## src/rtl/sft_deser_rx_pkg.sv

```systemverilog
// Shared types and constants for the sft_deser_rx serial frame receiver.
package sft_rx_pkg;

  localparam int unsigned DEF_DATA_W = 9;
  localparam int unsigned DEF_OVS    = 16;

  typedef enum logic [2:0] {
    IDLE    = 3'd0,
    START   = 3'd1,
    DATA    = 3'd2,
    PARITY  = 3'd3,
    STOP    = 3'd4,
    RECOVER = 3'd5
  } rx_state_e;

  // Width of the oversampling tick counter (must hold OVS-1).
  function automatic int unsigned tick_cnt_w(input int unsigned ovs);
    return (ovs <= 2) ? 1 : $clog2(ovs);
  endfunction

endpackage

```

## src/rtl/sft_deser_rx_if.sv

```systemverilog
// Valid/ready word interface between the receiver (master) and its consumer (slave).
interface sft_deser_rx_if #(
  parameter int unsigned DATA_W = sft_rx_pkg::DEF_DATA_W
);
  logic [DATA_W-1:0] rx_data;
  logic              rx_valid;
  logic              rx_ready;

  modport master (output rx_data, output rx_valid, input rx_ready);
  modport slave  (input rx_data, input rx_valid, output rx_ready);
endinterface

```

## src/rtl/sft_deser_rx_shifter.sv

```systemverilog
// Receive shift register: clears on frame start, shifts one sampled bit per enable.
module sft_rx_shifter #(
  parameter int unsigned DATA_W = sft_rx_pkg::DEF_DATA_W
) (
  input  logic              sys_clk,
  input  logic              rst_n,
  input  logic              clr,
  input  logic              shift_en,
  input  logic              msb_first,
  input  logic              bit_in,
  output logic [DATA_W-1:0] data
);

  always_ff @(posedge sys_clk or negedge rst_n) begin
    if (!rst_n) begin
      data <= '0;
    end else if (clr) begin
      data <= '0;
    end else if (shift_en) begin
      if (msb_first) data <= {data[DATA_W-2:0], bit_in};
      else           data <= {bit_in, data[DATA_W-1:1]};
    end
  end

endmodule

```

## src/rtl/sft_deser_rx.sv

```systemverilog
// Oversampling serial frame receiver with valid/ready output holding register.
// Optional even-parity bit enabled by defining SFT_RX_PARITY_EN.
module sft_deser_rx
  import sft_rx_pkg::*;
#(
  parameter int unsigned DATA_W = DEF_DATA_W,
  parameter int unsigned OVS    = DEF_OVS
) (
  input  logic                  sys_clk,
  input  logic                  rst_n,
  input  logic                  baud_tick,
  input  logic                  rx_serial,
  input  logic                  msb_first,
  sft_deser_rx_if.master        rx,
  output logic                  frm_err,
  output logic                  par_err,
  output logic                  ovr_err,
  output logic                  busy
);

  localparam int unsigned CNT_W = tick_cnt_w(OVS);
  localparam int unsigned BIT_W = $clog2(DATA_W + 1);
  localparam logic [CNT_W-1:0] HALF_M1  = CNT_W'(OVS / 2 - 1);
  localparam logic [CNT_W-1:0] FULL_M1  = CNT_W'(OVS - 1);
  localparam logic [BIT_W-1:0] LAST_BIT = BIT_W'(DATA_W - 1);

  rx_state_e         state, state_n;
  logic [CNT_W-1:0]  cnt, cnt_n;
  logic [BIT_W-1:0]  bit_cnt, bit_cnt_n;
  logic              dir_q, dir_n;
  logic              rx_meta, rx_s;
  logic              shift_c, clr_c, commit_c, frm_c;
  logic [DATA_W-1:0] shift_q;
`ifdef SFT_RX_PARITY_EN
  logic              par_acc, par_acc_n, par_bad, par_bad_n, perr_c;
`endif

  // Two-flop synchronizer; idles high so reset never looks like a start bit.
  always_ff @(posedge sys_clk or negedge rst_n) begin
    if (!rst_n) begin
      rx_meta <= 1'b1;
      rx_s    <= 1'b1;
    end else begin
      rx_meta <= rx_serial;
      rx_s    <= rx_meta;
    end
  end

  always_ff @(posedge sys_clk or negedge rst_n) begin
    if (!rst_n) begin
      state   <= IDLE;
      cnt     <= '0;
      bit_cnt <= '0;
      dir_q   <= 1'b0;
`ifdef SFT_RX_PARITY_EN
      par_acc <= 1'b0;
      par_bad <= 1'b0;
`endif
    end else begin
      state   <= state_n;
      cnt     <= cnt_n;
      bit_cnt <= bit_cnt_n;
      dir_q   <= dir_n;
`ifdef SFT_RX_PARITY_EN
      par_acc <= par_acc_n;
      par_bad <= par_bad_n;
`endif
    end
  end

  always_comb begin
    state_n   = state;
    cnt_n     = cnt;
    bit_cnt_n = bit_cnt;
    dir_n     = dir_q;
    shift_c   = 1'b0;
    clr_c     = 1'b0;
    commit_c  = 1'b0;
    frm_c     = 1'b0;
`ifdef SFT_RX_PARITY_EN
    par_acc_n = par_acc;
    par_bad_n = par_bad;
    perr_c    = 1'b0;
`endif
    if (baud_tick) begin
      unique case (state)
        IDLE: begin
          if (!rx_s) begin
            state_n = START;
            cnt_n   = '0;
          end
        end
        START: begin
          if (cnt == HALF_M1) begin
            cnt_n = '0;
            if (!rx_s) begin
              state_n   = DATA;
              dir_n     = msb_first;
              bit_cnt_n = '0;
              clr_c     = 1'b1;
`ifdef SFT_RX_PARITY_EN
              par_acc_n = 1'b0;
              par_bad_n = 1'b0;
`endif
            end else begin
              state_n = IDLE;
            end
          end else begin
            cnt_n = cnt + 1'b1;
          end
        end
        DATA: begin
          if (cnt == FULL_M1) begin
            cnt_n   = '0;
            shift_c = 1'b1;
`ifdef SFT_RX_PARITY_EN
            par_acc_n = par_acc ^ rx_s;
`endif
            if (bit_cnt == LAST_BIT) begin
`ifdef SFT_RX_PARITY_EN
              state_n = PARITY;
`else
              state_n = STOP;
`endif
            end else begin
              bit_cnt_n = bit_cnt + 1'b1;
            end
          end else begin
            cnt_n = cnt + 1'b1;
          end
        end
        PARITY: begin
`ifdef SFT_RX_PARITY_EN
          if (cnt == FULL_M1) begin
            cnt_n     = '0;
            par_bad_n = par_acc ^ rx_s;
            state_n   = STOP;
          end else begin
            cnt_n = cnt + 1'b1;
          end
`else
          state_n = STOP;
`endif
        end
        STOP: begin
          if (cnt == FULL_M1) begin
            cnt_n = '0;
            if (rx_s) begin
              state_n = IDLE;
`ifdef SFT_RX_PARITY_EN
              if (par_bad) perr_c   = 1'b1;
              else         commit_c = 1'b1;
`else
              commit_c = 1'b1;
`endif
            end else begin
              frm_c   = 1'b1;
              state_n = RECOVER;
            end
          end else begin
            cnt_n = cnt + 1'b1;
          end
        end
        RECOVER: begin
          if (rx_s) state_n = IDLE;
        end
        default: state_n = IDLE;
      endcase
    end
  end

  sft_rx_shifter #(.DATA_W(DATA_W)) u_shifter (
    .sys_clk   (sys_clk),
    .rst_n     (rst_n),
    .clr       (clr_c),
    .shift_en  (shift_c),
    .msb_first (dir_q),
    .bit_in    (rx_s),
    .data      (shift_q)
  );

  // Holding register: a commit into a full, unaccepted register is dropped as overrun.
  always_ff @(posedge sys_clk or negedge rst_n) begin
    if (!rst_n) begin
      rx.rx_data  <= '0;
      rx.rx_valid <= 1'b0;
      frm_err     <= 1'b0;
      ovr_err     <= 1'b0;
      busy        <= 1'b0;
    end else begin
      frm_err <= frm_c;
      ovr_err <= 1'b0;
      busy    <= (state_n != IDLE);
      if (commit_c) begin
        if (!rx.rx_valid || rx.rx_ready) begin
          rx.rx_data  <= shift_q;
          rx.rx_valid <= 1'b1;
        end else begin
          ovr_err <= 1'b1;
        end
      end else if (rx.rx_valid && rx.rx_ready) begin
        rx.rx_valid <= 1'b0;
      end
    end
  end

`ifdef SFT_RX_PARITY_EN
  always_ff @(posedge sys_clk or negedge rst_n) begin
    if (!rst_n) par_err <= 1'b0;
    else        par_err <= perr_c;
  end
`else
  assign par_err = 1'b0;
`endif

endmodule

```

## src/flat_wrapper.sv

```systemverilog
// flat-port wrapper written by rule: the top's interface ports become plain ports
module sft_deser_rx_flat import sft_rx_pkg::*;
#(
  parameter int unsigned DATA_W = DEF_DATA_W,
  parameter int unsigned OVS    = DEF_OVS
)
  (sys_clk, rst_n, baud_tick, rx_serial, msb_first, frm_err, par_err, ovr_err, busy, rx_rx_data, rx_rx_valid, rx_rx_ready);
  sft_deser_rx_if #(.DATA_W(DATA_W)) rx_i ();
  input  logic sys_clk;
  input  logic rst_n;
  input  logic baud_tick;
  input  logic rx_serial;
  input  logic msb_first;
  output logic frm_err;
  output logic par_err;
  output logic ovr_err;
  output logic busy;
  output wire logic [$bits(rx_i.rx_data)-1:0] rx_rx_data;
  output wire logic [$bits(rx_i.rx_valid)-1:0] rx_rx_valid;
  input wire logic [$bits(rx_i.rx_ready)-1:0] rx_rx_ready;
  assign rx_rx_data = rx_i.rx_data;
  assign rx_rx_valid = rx_i.rx_valid;
  assign rx_i.rx_ready = rx_rx_ready;
  sft_deser_rx #(.DATA_W(DATA_W), .OVS(OVS)) u_core (.sys_clk(sys_clk), .rst_n(rst_n), .baud_tick(baud_tick), .rx_serial(rx_serial), .msb_first(msb_first), .rx(rx_i), .frm_err(frm_err), .par_err(par_err), .ovr_err(ovr_err), .busy(busy));
endmodule
```

## config.mk

```make
export PLATFORM = sky130hd
export DESIGN_NAME = sft_deser_rx_flat
export DESIGN_NICKNAME = d
export VERILOG_FILES = /design/src/rtl/sft_deser_rx_pkg.sv /design/src/rtl/sft_deser_rx_if.sv /design/src/rtl/sft_deser_rx_shifter.sv /design/src/rtl/sft_deser_rx.sv /design/src/flat_wrapper.sv
export SDC_FILE = /design/constraint.sdc
export NUM_CORES = 1
export LEC_CHECK = 0
export CAP_MARGIN = 20
export CORE_UTILIZATION = 25
export CTS_BUF_LIST = sky130_fd_sc_hd__clkbuf_4
export CTS_CLUSTER_DIAMETER = 150
export DETAILED_ROUTE_END_ITERATION = 8
export PLACE_DENSITY = 0.41
export SYNTH_ARGS = -nofsm -noshare
export SYNTH_HDL_FRONTEND = slang
export SYNTH_SLANG_ARGS = --single-unit
```

## constraint.sdc

```tcl
create_clock -name sys_clk -period 4.9 [get_ports sys_clk]
set_clock_uncertainty 0.1 [all_clocks]
set_input_delay 0.98 -clock sys_clk [delete_from_list [all_inputs] [get_ports sys_clk]]
set_output_delay 0.98 -clock sys_clk [all_outputs]
set_load 0.005 [all_outputs]
```

==> results of run 1 <==
## cells by family after synthesis
kind of cell / after synthesis
XOR/XNOR: 1
buffers and inverters: 15
flip-flops: 36
adder cells (fa/ha/maj): 3
AO/OA/AOI/OAI: 30
AND/OR/NAND/NOR: 59
multiplexers: 23
other: 1
## per-stage QoR
step	hold WS, ns	std cells
2_1_floorplan	0.245	168
3_3_place_gp	0.249	273
3_5_place_dp	0.254	273
4_1_cts	0.272	281
5_1_grt	0.279	281
6_report	0.266	281
## cell usage after synthesis (2+ instances only)
master / number
dfrtp_1: 34
nor2_1: 16
mux2i_1: 12
mux2_1: 11
a211oi_1: 9
nand2_1: 8
nand3_1: 6
buf_2: 5
inv_1: 5
o21ai_1: 5
nand2b_1: 4
ha_1: 3
nor3_1: 3
a21oi_1: 2
buf_4: 2
clkbuf_1: 2
dfstp_2: 2
nand3b_1: 2
nand4_1: 2
nor2b_1: 2
nor3b_1: 2
o32ai_1: 2
## layer usage
metal  vias to the layer above  wire length [µm]  global-route usage, %
met5                         -                 0                      0
met4                         0                55                   4.77
met3                         6               119                   2.54
met2                        29              1940                   17.8
met1                       676              1750                   14.6
li1                        644                 -                      -
## worst min-delay path by stage
stage                     slack, ns      startpoint     endpoint  depth (start not counted)
final                          0.27  u_core.rx_meta  u_core.rx_s                          0
after global placement         0.25  u_core.rx_meta  u_core.rx_s                          0
after global routing           0.28  u_core.rx_meta  u_core.rx_s                          0
after CTS                      0.27  u_core.rx_meta  u_core.rx_s                          0
after floorplan                0.25  u_core.rx_meta  u_core.rx_s                          0
after detailed placement       0.25  u_core.rx_meta  u_core.rx_s                          0
## registers in the layout (all words and copies together), names as in the netlist
| signal | flops |
|---|---|
| u_core.rx.rx_data | 9 |
| u_core.u_shifter.data | 9 |
| u_core.bit_cnt | 4 |
| u_core.cnt | 4 |
| u_core.state | 3 |
| u_core.busy | 1 |
| u_core.dir_q | 1 |
| u_core.frm_err | 1 |
| u_core.ovr_err | 1 |
| u_core.rx.rx_valid | 1 |
| u_core.rx_meta | 1 |
| u_core.rx_s | 1 |
## power by group
group | total [W] | switching (W) | leakage, nW | internal, W
clock | 0.000217 | 0.000104 | 0.0456 | 0.000113
sequential | 0.000463 | 0.0000933 | 0.452 | 0.000370
combinational | 0.000256 | 0.000132 | 0.391 | 0.000124
total | 0.000936 | 0.000329 | 0.888 | 0.000606
## layout by cell type (no fill, tap or decap), types with 2 or more instances in the layout
cell             synthesis  routed
ha_1                     3       3
nor3b_1                  2       2
o21ai_1                  5       5
o32ai_1                  2       2
clkdlybuf4s50_1          0      18
nand2_1                  8       8
a211oi_1                 9       9
nand3_1                  6       6
nand4_1                  2       2
clkbuf_4                 0       6
a21oi_1                  2       2
dfrtp_1                 34      34
mux2i_1                 12      12
inv_1                    5       5
nand3b_1                 2       2
nand2b_1                 4       4
mux2_1                  11      11
nor2b_1                  2       2
nor2_1                  16      16
dfstp_2                  2       2
nor3_1                   3       3
## worst max-delay path, cell delays in order
cell	delay, ns
clkdlybuf4s50_1	0.61
nand4_1	0.25
nor2_2	0.22
nand3_4	0.17
mux2_1	0.35
## layout make-up
cell class / count / area share, %
Inverter: 5 / 0.864
Clock buffer: 6 / 2.07
Multi-Input combinational cell: 117 / 39.7
Sequential cell: 36 / 41.6
Timing Repair Buffer: 19 / 8.64
Clock inverter: 2 / 1.61
Tap cell: 96 / 5.53
==> insert_results.sql, run 1 <==
INSERT INTO impl_metrics (metric_group, metric, value, unit) VALUES
('cells_and_area', 'fillCellCount', '720', ''),
('sta', 'crit_path_setup_slack_layout', '2.44', 'ns'),
('setup_path', 'worstSetupEndpoint', 'u_core.rx.rx_data[6]', ''),
('status', 'outcome', 'complete, no violations', ''),
('placement', 'hpwl', '2650', 'µm'),
('setup_path', 'origin_of_the_critical_flop_to_flop_path', 'u_core.cnt[0]', ''),
('sta', 'rsz_0062_raised_after_global_routing', 'false', ''),
('clock_network', 'cts_resized', '0', ''),
('clock_network', 'clock_tree_root', 'clkbuf_4', ''),
('global_route', 'grt_remaining_overflow', '0', ''),
('synth', 'ys.warnings.count', '0', ''),
('synth', 'synth_top_flop_cell', 'dfrtp_1', ''),
('sta', 'worst_slew_pin_slew', '0.502', 'ns'),
('clock_network', 'h-tree-depth', '2', ''),
('cells_and_area', 'num-nets-final', '193', ''),
('cells_and_area', 'syn_to_final_growth', '18.3', '%'),
('synth', 'post_synth.cell_area_avg', '10.9', 'µm²'),
('cells_and_area', 'register_area', '903', 'µm²'),
('floorplanning', 'die_area', '0.00769', 'mm²'),
('global_route', 'maximum_number_of_pins_on_one_net_before_global_route_repair', '37', ''),
('cells_and_area', 'final_layout_size_suffix_gt1_share', '9.19', '%'),
('clock_network', 'clock-sinks', '36', ''),
('clock_network', 'tritoncts', 'built', ''),
('setup_path', 'critPathMaxFanout', '9', ''),
('routing', 'finalWirelength', '3870', 'µm'),
('cells_and_area', 'insertedDiodeCount', '0', ''),
('floorplanning', 'ios', '20', ''),
('routing', 'avgRoutedWirePerCell', '13.8', 'µm'),
('global_route', 'grt_antenna_before_repair', '0', ''),
('power', 'power.leakage', '0.888', 'nW'),
('synth', 'synth.lib_cells_used.distinct', '51', ''),
('synth', 'post_synth_mux_area_share', '13.3', '%'),
('clock_network', 'clk_transition_reported_paths', '0.12', 'ns'),
('setup_path', 'crit_path_start', 'baud_tick', ''),
('sta', 'final_hold_violation_count', '0', ''),
('synth', 'synth_compound_area_share', '12.2', '%'),
('sta', 'timing.fmax', '406', 'MHz'),
('synth', 'synthAdderAreaFrac', '2.04', '%'),
('synth', 'main_combinational_cell_family_by_area_after_synthesis', 'simple AND/OR/NAND/NOR gates', ''),
('placement', 'gp_congestion', '0.698', ''),
('routing', 'drt_pass1_iterations', '4', ''),
('sta', 'maxSlewHeadroom', '66.5', '%'),
('clock_network', 'cts_hold_buf', '0', ''),
('global_route', 'grt_util_all_layers', '11.2', '%'),
('synth', 'synth-simple-area-share', '18.7', '%'),
('synth', 'yosys_register_bits', '36', ''),
('power', 'power_density', '431', 'mW/mm²'),
('synth', 'ys_async_sr_fraction', '100', '%'),
('routing', 'detailedRoute.firstIterationViolations', '49', ''),
('setup_path', 'r2r.worst_path.cells', '5', ''),
('power', 'design_power_total', '0.000936', 'W'),
('floorplanning', 'placeableCoreArea', '0.00694', 'mm²'),
('floorplanning', 'initial_core_util', '26.4', '%'),
('sta', 'min_period', '2.46', 'ns'),
('setup_path', 'critPathLaunchType', 'input port', ''),
('sta', 'post-route-period-util', '50.3', '%'),
('synth', 'synth.area.top_cells', 'dfrtp_1 (46%), mux2_1 (6.7%), mux2i_1 (6.5%)', ''),
('sta', 'setup_viol', '0', ''),
('min_path', 'hold_path_class', 'flip-flop to flip-flop', ''),
('setup_path', 'reg2reg_slack', '2.79', 'ns'),
('cells_and_area', 'post-route-util', '31.3', '%'),
('global_route', 'first_global_vias', '1314', ''),
('floorplanning', 'floorplan.rows', '30', ''),
('sta', 'final_max_slew_viol_count', '0', ''),
('clock_network', 'tritoncts.num_buffers', '5', ''),
('routing', 'avgViaCountPerCell', '4.82', ''),
('setup_path', 'cp_class', 'input port to flip-flop', ''),
('setup_path', 'cp.arrival', '2.59', 'ns'),
('clock_network', 'cts_post_setup_buffers_inserted', '0', ''),
('power', 'ir_drop', '0.000133', 'V'),
('sta', 'setup-tns-final', '0', 'ns');
Note: power is estimated with default switching activity, not from simulation.
==> inputs of run 2 (changes only) <==
==> constraint.sdc (replaced) <==
create_clock -name sys_clk -period 2.4 [get_ports sys_clk]
set_clock_uncertainty 0.1 [all_clocks]
set_input_delay 0.48 -clock sys_clk [delete_from_list [all_inputs] [get_ports sys_clk]]
set_output_delay 0.48 -clock sys_clk [all_outputs]
set_load 0.005 [all_outputs]
==> run 2 against run 1 <==
Net effect: design area rose by 2.0%; die area did not move; final cell count grew 1.4%; worst hold slack worse by 0.0033 ns; combinational power grew 100%; via count fell by 2.0%; register-to-register slack worse by 2.5 ns; utilization increased by 0.61 points; sequential share of layout area shrank 0.80 points; total power rose by 100%; first-iteration DRC count is 12% lower; largest power group unchanged.
==> insert_results.sql, run 2 (synthesis gave the netlist of run 1 again) <==
INSERT INTO impl_metrics (metric_group, metric, value, unit) VALUES
('setup_path', 'reg2reg_slack', '0.25', 'ns'),
('setup_path', 'worst_setup_path_end_kind', 'flip-flop', ''),
('sta', 'final_max_slew_viol_count', '0', ''),
('floorplanning', 'floorplan.die.width', '87.7', 'µm'),
('placement', 'io_buffer_count', '18', ''),
('sta', 'final_hold_violation_count', '0', ''),
('cells_and_area', 'num-nets-final', '197', ''),
('cells_and_area', 'insertedDiodeCount', '0', ''),
('setup_path', 'origin_of_the_critical_flop_to_flop_path', 'u_core.cnt[0]', ''),
('global_route', 'maximum_number_of_pins_on_one_net_before_global_route_repair', '37', ''),
('setup_path', 'cp.arrival', '2.27', 'ns'),
('floorplanning', 'placeableCoreArea', '0.00694', 'mm²'),
('setup_path', 'r2r-end', 'u_core.bit_cnt[0]', ''),
('status', 'outcome', 'complete, no violations', ''),
('sta', 'fin_hold_ws', '0.263', 'ns'),
('routing', 'vias', '1328', ''),
('cells_and_area', 'finalInstanceArea', '0.00221', 'mm²'),
('sta', 'rsz_0062_raised_after_global_routing', 'false', ''),
('placement', 'placed_area', '0.00213', 'mm²'),
('setup_path', 'path_cells', 'ha_1 -> and3b_1 -> o32ai_1 -> nor3_1 -> mux2_1', ''),
('setup_path', 'worst-endpoint-required', '2.52', 'ns'),
('setup_path', 'critPathLaunchType', 'flip-flop', ''),
('floorplanning', 'die_height', '87.7', 'µm'),
('min_path', 'hold_path_class', 'flip-flop to flip-flop', ''),
('global_route', 'first_global_vias', '1382', ''),
('clock_network', 'tritoncts', 'built', ''),
('job', 'drv.max_cap_violation_count', '0', ''),
('cells_and_area', 'post-route-util', '31.9', '%'),
('setup_path', 'cp_slowest_stage_delay', '0.42', 'ns'),
('floorplanning', 'floorplan.rows', '30', ''),
('min_path', 'min_delay_path_depth', '0', ''),
('clock_network', 'h-tree-depth', '2', ''),
('sta', 'setup_viol', '0', ''),
('cells_and_area', 'mostFrequentLayoutCell', 'dfrtp_1', ''),
('power', 'power_density', '858', 'mW/mm²'),
('global_route', 'grt_util_all_layers', '11.1', '%'),
('setup_path', 'crit_path_start', 'u_core.cnt[0]', ''),
('cells_and_area', 'register_area', '903', 'µm²'),
('routing', 'antenna_left', '0', ''),
('clock_network', 'cts_post_setup_buffers_inserted', '0', ''),
('cells_and_area', 'most_frequent_cells_in_the_layout', 'dfrtp_1 (34), clkdlybuf4s50_1 (18), nor2_1 (16), mux2i_1 (12), mux2_1 (11)', ''),
('power', 'power.leakage', '0.911', 'nW'),
('clock_network', 'clock-sinks', '36', ''),
('setup_path', 'cp_class', 'flip-flop to flip-flop', ''),
('global_route', 'grt_remaining_overflow', '0', ''),
('setup_path', 'critPathMaxFanout', '7', ''),
('clock_network', 'cts_resized', '0', ''),
('cells_and_area', 'multiInputGateArea', '862', 'µm²'),
('setup_path', 'slowest_stage', 'nor3_1', ''),
('placement', 'hpwl', '2620', 'µm'),
('cells_and_area', 'syn_to_final_growth', '20.7', '%'),
('placement', 'placed_insts', '277', ''),
('clock_network', 'tritoncts.num_buffers', '5', ''),
('floorplanning', 'die_area', '0.00769', 'mm²'),
('clock_network', 'cts_hold_buf', '0', ''),
('placement', 'gp_congestion', '0.771', ''),
('global_route', 'grt_antenna_before_repair', '0', ''),
('sta', 'setup-tns-final', '0', 'ns'),
('sta', 'post-route-period-util', '89.4', '%'),
('min_path', 'whs_endpoint', 'u_core.rx_s', ''),
('sta', 'worst_slew_pin_slew', '0.541', 'ns'),
('routing', 'detailedRoute.firstIterationViolations', '43', ''),
('routing', 'remaining_drc_errors', '0', ''),
('cells_and_area', 'largest_registers', 'u_core.rx.rx_data: 9 flops, u_core.u_shifter.data: 9 flops', ''),
('routing', 'drt_pass1_iterations', '5', ''),
('floorplanning', 'ios', '20', ''),
('cells_and_area', 'final_layout_size_suffix_gt1_share', '11.1', '%'),
('sta', 'min_period', '2.15', 'ns'),
('routing', 'avgViaCountPerCell', '4.66', ''),
('routing', 'avgRoutedWirePerCell', '13.3', 'µm'),
('setup_path', 'r2r.worst_path.cells', '5', ''),
('floorplanning', 'initial_core_util', '26.4', '%'),
('clock_network', 'clock_tree_root', 'clkbuf_4', ''),
('clock_network', 'clk_transition_reported_paths', '0.11', 'ns'),
('clock_network', 'worst_skew_pair.late_latency', '0.33', 'ns'),
('cells_and_area', 'fillCellCount', '703', ''),
('routing', 'finalWirelength', '3790', 'µm'),
('min_path', 'worstHoldStart', 'u_core.rx_meta', ''),
('global_route', 'grt_first_pass_wirelength', '6530', 'µm'),
('sta', 'maxSlewHeadroom', '63.7', '%'),
('cells_and_area', 'stdcell_count', '285', ''),
('clock_network', 'clock_path_buffers', '2', ''),
('sta', 'timing.fmax', '466', 'MHz'),
('power', 'ir_drop', '0.000387', 'V');
[run 2: cell type report]
cell class              count  share of cell area [%]
clock inverters             2                    1.58
inverters                   5                   0.847
repair buffers             23                    10.4
flip-flops and latches     36                    40.8
multi-input cells         117                    38.9
well taps                  96                    5.42
clock buffers               6                    2.03
[run 2: per-layer routing]
| layer | GRT usage [%] | up-vias | wire length, µm |
|---|---|---|---|
| li1 | - | 651 | - |
| met1 | 13.6 | 648 | 1740 |
| met2 | 18.8 | 27 | 1920 |
| met3 | 2.83 | 2 | 112 |
| met4 | 4.32 | 0 | 26 |
| met5 | 0 | - | 0 |
[run 2: worst max-delay path by stage]
stage | to | depth (start not counted)
2_1_floorplan | u_core.bit_cnt[0] | 5
3_3_place_gp | u_core.busy | 5
3_5_place_dp | u_core.cnt[3] | 5
4_1_cts | u_core.bit_cnt[0] | 5
5_1_grt | u_core.bit_cnt[0] | 5
6_report | u_core.bit_cnt[0] | 5
[run 2: power by group]
group / switching (W) / internal [W]
Combinational: 0.000263 / 0.000259
Sequential: 0.000191 / 0.000756
Clock: 0.000203 / 0.000230
Total: 0.000657 / 0.00124
[run 2: through the flow]
| step | power (W) | worst slack, ns |
|---|---|---|
| after detailed placement | 0.00148 | 0.195 |
| final | 0.00190 | 0.253 |
| after global placement | 0.00145 | 0.230 |
| after global routing | 0.00206 | 0.143 |
| after CTS | 0.00194 | 0.268 |
| after floorplan | 0.00132 | 0.552 |
[run 2: worst max-delay path: cells and delay by family, from the launching register on]
kind	cells	cell delay, ns
AO/OA/AOI/OAI	1	0.13
AND/OR/NAND/NOR	2	0.71
multiplexers	1	0.36
flip-flops	1	0.41
adder cells (fa/ha/maj)	1	0.32
